File: config.mk
export PLATFORM = sky130hd
export DESIGN_NAME = arc4_encrypt
export DESIGN_NICKNAME = d
export VERILOG_FILES = /design/src/rtl/arc4_pkg.sv /design/src/rtl/arc4_encrypt_s_ram.sv /design/src/rtl/arc4_encrypt.sv
export SDC_FILE = /design/constraint.sdc
export NUM_CORES = 2
export LEC_CHECK = 0
export ABC_AREA = 1
export CAP_MARGIN = 20
export CORE_ASPECT_RATIO = 0.9
export CORE_MARGIN = 3
export CORE_UTILIZATION = 55
export DETAILED_ROUTE_END_ITERATION = 8
export GPL_TIMING_DRIVEN = 0
export PLACE_DENSITY = 0.71
export SETUP_SLACK_MARGIN = 0.05
export SLEW_MARGIN = 20
export SYNTH_ARGS = -nofsm -noshare
export SYNTH_HDL_FRONTEND = slang
export SYNTH_HIERARCHICAL = 1
export SYNTH_SLANG_ARGS = --single-unit
File: constraint.sdc
create_clock -name clk -period 23 [get_ports clk]
set_clock_uncertainty 0.2 [all_clocks]
set_input_delay 4.6 -clock clk [delete_from_list [all_inputs] [get_ports clk]]
set_output_delay 4.6 -clock clk [all_outputs]
set_load 0.02 [all_outputs]
File: src/rtl/arc4_pkg.sv
// Shared types and constants for the ARC4 encrypt/crack block family.
package arc4_pkg;

  typedef enum logic [2:0] {
    ST_IDLE,
    ST_READ_LEN,
    ST_INIT,
    ST_KSA,
    ST_PRGA,
    ST_DONE
  } state_t;

  localparam int unsigned S_SIZE    = 256;
  localparam int unsigned KEY_BYTES = 3;

  // Printable-ASCII window used by the crack blocks to judge candidate keys
  localparam logic [7:0] PRINT_LO = 8'h20;
  localparam logic [7:0] PRINT_HI = 8'h7E;

  // Byte 0 of the key is the most significant byte
  function automatic logic [7:0] key_byte(input logic [23:0] key, input logic [1:0] idx);
    case (idx)
      2'd0:    return key[23:16];
      2'd1:    return key[15:8];
      default: return key[7:0];
    endcase
  endfunction

endpackage

File: src/rtl/arc4_encrypt_s_ram.sv
// 256x8 single-port state RAM; synchronous read returns the pre-write contents.
module s_ram (
  input  logic       clk,
  input  logic [7:0] addr,
  input  logic [7:0] wdata,
  input  logic       we,
  output logic [7:0] rdata
);

  logic [7:0] mem [256];

  always_ff @(posedge clk) begin
    if (we) mem[addr] <= wdata;
    rdata <= mem[addr];
  end

endmodule

File: src/rtl/arc4_encrypt.sv
// ARC4 encryptor: reads a length-prefixed plaintext buffer and writes the
// length-prefixed ciphertext, one byte per ct_wren cycle.
module arc4_encrypt
  import arc4_pkg::*;
(
  input  logic        clk,
  input  logic        rst,
  input  logic        en,
  output logic        rdy,
  input  logic [23:0] key,
  output logic [7:0]  pt_addr,
  input  logic [7:0]  pt_rddata,
  output logic [7:0]  ct_addr,
  output logic [7:0]  ct_wrdata,
  output logic        ct_wren
);

  state_t      state;
  logic [2:0]  phase;
  logic [7:0]  i, j, k, len, si, sj;
  logic [1:0]  kidx;
  logic [23:0] key_r;

  logic [7:0]  s_addr, s_wdata, s_rdata;
  logic        s_we;
  logic [7:0]  j_ksa, j_prga;

  s_ram u_s_ram (
    .clk   (clk),
    .addr  (s_addr),
    .wdata (s_wdata),
    .we    (s_we),
    .rdata (s_rdata)
  );

  assign j_ksa  = j + s_rdata + key_byte(key_r, kidx);
  assign j_prga = j + s_rdata;

  // Each swap is read S[i], read S[j], write S[i], write S[j]: with i==j both
  // reads see the original value, so the two writes leave S unchanged.
  always_comb begin
    s_addr  = '0;
    s_wdata = '0;
    s_we    = 1'b0;
    case (state)
      ST_INIT: begin
        s_addr  = i;
        s_wdata = i;
        s_we    = 1'b1;
      end
      ST_KSA: begin
        case (phase)
          3'd0: s_addr = i;
          3'd1: s_addr = j_ksa;
          3'd2: begin s_addr = i; s_wdata = s_rdata; s_we = 1'b1; end
          3'd3: begin s_addr = j; s_wdata = si;      s_we = 1'b1; end
          default: ;
        endcase
      end
      ST_PRGA: begin
        case (phase)
          3'd0: s_addr = i + 8'd1;
          3'd1: s_addr = j_prga;
          3'd2: begin s_addr = i; s_wdata = s_rdata; s_we = 1'b1; end
          3'd3: begin s_addr = j; s_wdata = si;      s_we = 1'b1; end
          3'd4: s_addr = si + sj;
          default: ;
        endcase
      end
      default: ;
    endcase
  end

  always_ff @(posedge clk or posedge rst) begin
    if (rst) begin
      state     <= ST_IDLE;
      phase     <= '0;
      i         <= '0;
      j         <= '0;
      k         <= '0;
      len       <= '0;
      si        <= '0;
      sj        <= '0;
      kidx      <= '0;
      key_r     <= '0;
      rdy       <= 1'b1;
      pt_addr   <= '0;
      ct_addr   <= '0;
      ct_wrdata <= '0;
      ct_wren   <= 1'b0;
    end else begin
      case (state)
        ST_IDLE: begin
          ct_wren <= 1'b0;
          pt_addr <= '0;
          if (en) begin
            key_r <= key;
            rdy   <= 1'b0;
            phase <= '0;
            state <= ST_READ_LEN;
          end
        end

        ST_READ_LEN: begin
          case (phase)
            3'd0: phase <= 3'd1;
            3'd1: begin
              len       <= pt_rddata;
              ct_wren   <= 1'b1;
              ct_addr   <= '0;
              ct_wrdata <= pt_rddata;
              phase     <= 3'd2;
            end
            default: begin
              ct_wren <= 1'b0;
              i       <= '0;
              phase   <= '0;
              state   <= ST_INIT;
            end
          endcase
        end

        ST_INIT: begin
          i <= i + 8'd1;
          if (i == 8'(S_SIZE - 1)) begin
            j     <= '0;
            kidx  <= '0;
            phase <= '0;
            state <= ST_KSA;
          end
        end

        ST_KSA: begin
          case (phase)
            3'd0: phase <= 3'd1;
            3'd1: begin
              si    <= s_rdata;
              j     <= j_ksa;
              phase <= 3'd2;
            end
            3'd2: phase <= 3'd3;
            default: begin
              phase <= '0;
              i     <= i + 8'd1;
              kidx  <= (kidx == 2'(KEY_BYTES - 1)) ? 2'd0 : kidx + 2'd1;
              if (i == 8'(S_SIZE - 1)) begin
                j     <= '0;
                k     <= 8'd1;
                state <= (len == 8'd0) ? ST_DONE : ST_PRGA;
              end
            end
          endcase
        end

        ST_PRGA: begin
          case (phase)
            3'd0: begin
              i       <= i + 8'd1;
              pt_addr <= k;
              phase   <= 3'd1;
            end
            3'd1: begin
              si    <= s_rdata;
              j     <= j_prga;
              phase <= 3'd2;
            end
            3'd2: begin
              sj    <= s_rdata;
              phase <= 3'd3;
            end
            3'd3: phase <= 3'd4;
            3'd4: phase <= 3'd5;
            3'd5: begin
              ct_wren   <= 1'b1;
              ct_addr   <= k;
              ct_wrdata <= pt_rddata ^ s_rdata;
              phase     <= 3'd6;
            end
            default: begin
              // Compare before incrementing so L=255 never wraps k to 0
              ct_wren <= 1'b0;
              phase   <= '0;
              if (k == len) state <= ST_DONE;
              else          k     <= k + 8'd1;
            end
          endcase
        end

        ST_DONE: begin
          ct_wren <= 1'b0;
          pt_addr <= '0;
          rdy     <= 1'b1;
          state   <= ST_IDLE;
        end

        default: state <= ST_IDLE;
      endcase
    end
  end

endmodule

==> metrics.yaml <==
setup_viol_count_final: 0
critPathBufInv: 3
final_common_cell: "nand2_1"
cap_violations: 0
antenna_found_initial: 20
start_util_pct: 55.54
postCtsSetupBuffers: 0
insertion_delay_ns: 0.84
ys_dominant_reg_cell: "edfxtp_1"
antenna_left: 0
max_slew.worst_pin.slew_ns: 1.234
hold_ws_ns: 0.2633
num_vias: 66620
vias_per_cell: 5.722
hold_start: "rdy"
status: "finished clean"
yosysWarnings: 6
row_count: 141
synthTopCellsByArea: "edfxtp_1, nand2_1, dfrtp_1"
seq_area_frac_synth_pct: 70.35
worstSetupEndpointType: "flip-flop"
path_max_fanout: 10
synth_top_area_share_pct: 67.28
slowest_delay_ns: 0.85
synthSimpleGateAreaFrac_pct: 24.07
synthAdderAreaFrac_pct: 0.3805
fin_setup_tns_ns: 0
drive_gt1_share_pct: 6.729
numCtsBuffers: 209
routabilityCongestion: 1.043
syn_avg_cell_area_um2: 10.27
critPathLaunchType: "flip-flop"
routed_wl_um: 276500
synthesis.nets: 8962
cts.clk_slew.worst_paths_ns: 0.06
period_share_pct: 32.69
synthXorXnorAreaFrac_pct: 0.2779
maxSlewViolCount: 0
placed_area_mm2: 0.09649
power_density_mw_per_mm2: 73.89
worstPathArrival_ns: 7.78
place_hpwl_um: 195300
yosys-mux-area-fraction_pct: 0
maxSlewHeadroom_pct: 17.41
hold_class: "flip-flop to flip-flop"
area_growth_syn_to_layout_pct: 12.98
die-area_mm2: 0.1711
final_cell_mix: "nand2_1, edfxtp_1, nor2_1"
grt_pass1_wl_um: 400800
path_cells: "ha_1 > fa_1 > nand3_1 > nand2_1 > xnor2_1 > inv_1 > ha_1 > a21oi_1 > nand3_1 > o21ai_0 > nand3_1 > a21oi_1 > nand2_1 > nor2_1 > clkbuf_1 > nand2_1 > clkbuf_1 > nor2_1"
post-route-min-period_ns: 7.520
synthArstFlopShare_pct: 4.903
final_area_mm2: 0.1033
grt_pass1_vias: 62350
cp_slowest_cell: "nor2_1"
io_pins: 61
peakVddDrop_v: 0.0001056
core_area_mm2: 0.1646
cts-root-buf: "clkbuf_16"
synth.distinct_cells: 49
die_h_um: 392.8
overflow: 0
fin_nets: 9296
ys_seq_elements: 2162
drtPass1Iterations: 9
crit_path_start: "j[0]"
cts_tree: "yes"
nFillCells: 12790
cts.hold.buffers_added: 0
yosysTopAreaCell: "edfxtp_1"
path_class: "flip-flop to flip-flop"
drt_iter0_drc: 9529
pre_cts_slack_ns: 15.90
rsz0062_at_grt: "false"
globalRouteTotalUtil_pct: 31.95
drcViolationCount: 0
grt_max_degree: 80
timing.rr.start: "j[0]"
clock_path_buffers: 3
worst_slack_ns: 15.48
io_buffers: 60
cts.sinks: 2162
synth_edf_count: 2048
syn_inst: 8901
synth_top_family_by_area: "simple AND/OR/NAND/NOR gates"
netlist_area_mm2: 0.09141
hold_viol_final: 0
cpLargestDelayFamily: "simple AND/OR/NAND/NOR gates"
timing.fmax_ghz: 0.1330
wl_per_cell_um: 23.75
leakage_nw: 38.99
post_cts_resized: 0
htreeDepth: 4
synth_compound_area_share_pct: 2.179
cp.required_ns: 23.26
die_w_um: 435.7
==> kinds of logic (layout without fill, tap and decap cells) <==
kind of cell	count (synthesis)	count (layout)
compound gates	370	370
xor+xnor	29	29
fa+ha+maj	26	26
buf+inv	579	1085
flops	2162	2162
other cells	0	19
simple gates	5735	5735
==> per-stage QoR <==
| step | util, % | total power, mW | instances |
|---|---|---|---|
| floorplan | - | 4.328 | 8901 |
| global placement | 57.59 | 4.336 | 11180 |
| detailed placement | 58.62 | 4.336 | 11240 |
| CTS | 62.70 | 7.661 | 11620 |
| global route | 62.72 | 7.825 | 11630 |
| finish | 62.74 | 7.631 | 11640 |
==> flip-flops by register name (all words and copies together) (netlist names), 2 cells and up <==
| register | flops |
|---|---|
| ct_addr | 8 |
| ct_wrdata | 8 |
| i | 8 |
| j | 8 |
| k | 8 |
| key_r | 24 |
| kidx | 2 |
| len | 8 |
| phase | 3 |
| pt_addr | 8 |
| si | 8 |
| sj | 8 |
| state | 3 |
| u_s_ram/mem | 2048 |
| u_s_ram/rdata | 8 |
==> worst min-delay path: stages (launching register included) <==
cell and delay (ns):
dfstp_2 0.37, nand2_1 0.05, nand2_1 0.04
==> synthesized netlist by cell type (4+ instances only) <==
cell and instances:
edfxtp_1 2048, nor3_1 6, o21ai_0 108, nor2_1 413, inv_1 125, xnor2_1 9, o21ai_1 133, o22ai_1 32
nand2_2 4, clkbuf_1 180, buf_6 7, or2_2 6, nand3_1 236, nand2_1 5041, ha_1 23, buf_1 53
a21oi_1 68, buf_2 188, dfxtp_1 8, inv_4 4, inv_2 13, dfrtp_1 105, o211ai_1 5, o31ai_1 10
xor2_1 20, buf_4 8, nand4_1 9
==> final cells by class <==
cell class	instances	area, µm²	share of cell area [%]
Buffer	436	1969	1.907
Clock inverter	123	1260	1.220
Antenna cell	19	47.55	0.04604
Sequential cell	2162	64310	62.27
Timing Repair Buffer	123	2215	2.144
Multi-Input combinational cell	6160	24680	23.90
Tap cell	2216	2773	2.685
Clock buffer	260	5466	5.293
Inverter	143	551.8	0.5343
==> metal layers <==
| metal | up-vias | global-route usage (%) | share of wire (%) |
|---|---|---|---|
| li1 | 29970 | - | - |
| met1 | 31790 | 43.99 | 38 |
| met2 | 4181 | 47.29 | 43 |
| met3 | 668 | 9.399 | 14 |
| met4 | 8 | 14.43 | 4.8 |
| met5 | - | 0 | 0.038 |
==> final timing paths <==
path,endpoint,slack [ns],depth (start not counted)
max in group asynchronous,len[0],18.01,3
min,rdy,0.26,2
max reg2reg,u_s_ram/mem[76][2],15.48,18
min in group asynchronous,key_r[2],3.90,2
max,u_s_ram/mem[76][2],15.48,18
min reg2reg,rdy,0.26,2
==> report_power, final <==
| group | internal, mW | leakage [nW] | switching [mW] | total [mW] |
|---|---|---|---|---|
| Clock | 1.89 | 3.29 | 1.49 | 3.38 |
| Combinational | 0.00591 | 18.2 | 0.00543 | 0.0114 |
| Sequential | 4.24 | 17.5 | 0 | 4.24 |
| Total | 6.13 | 39.0 | 1.50 | 7.63 |
Power figures use the tool's default switching activity.
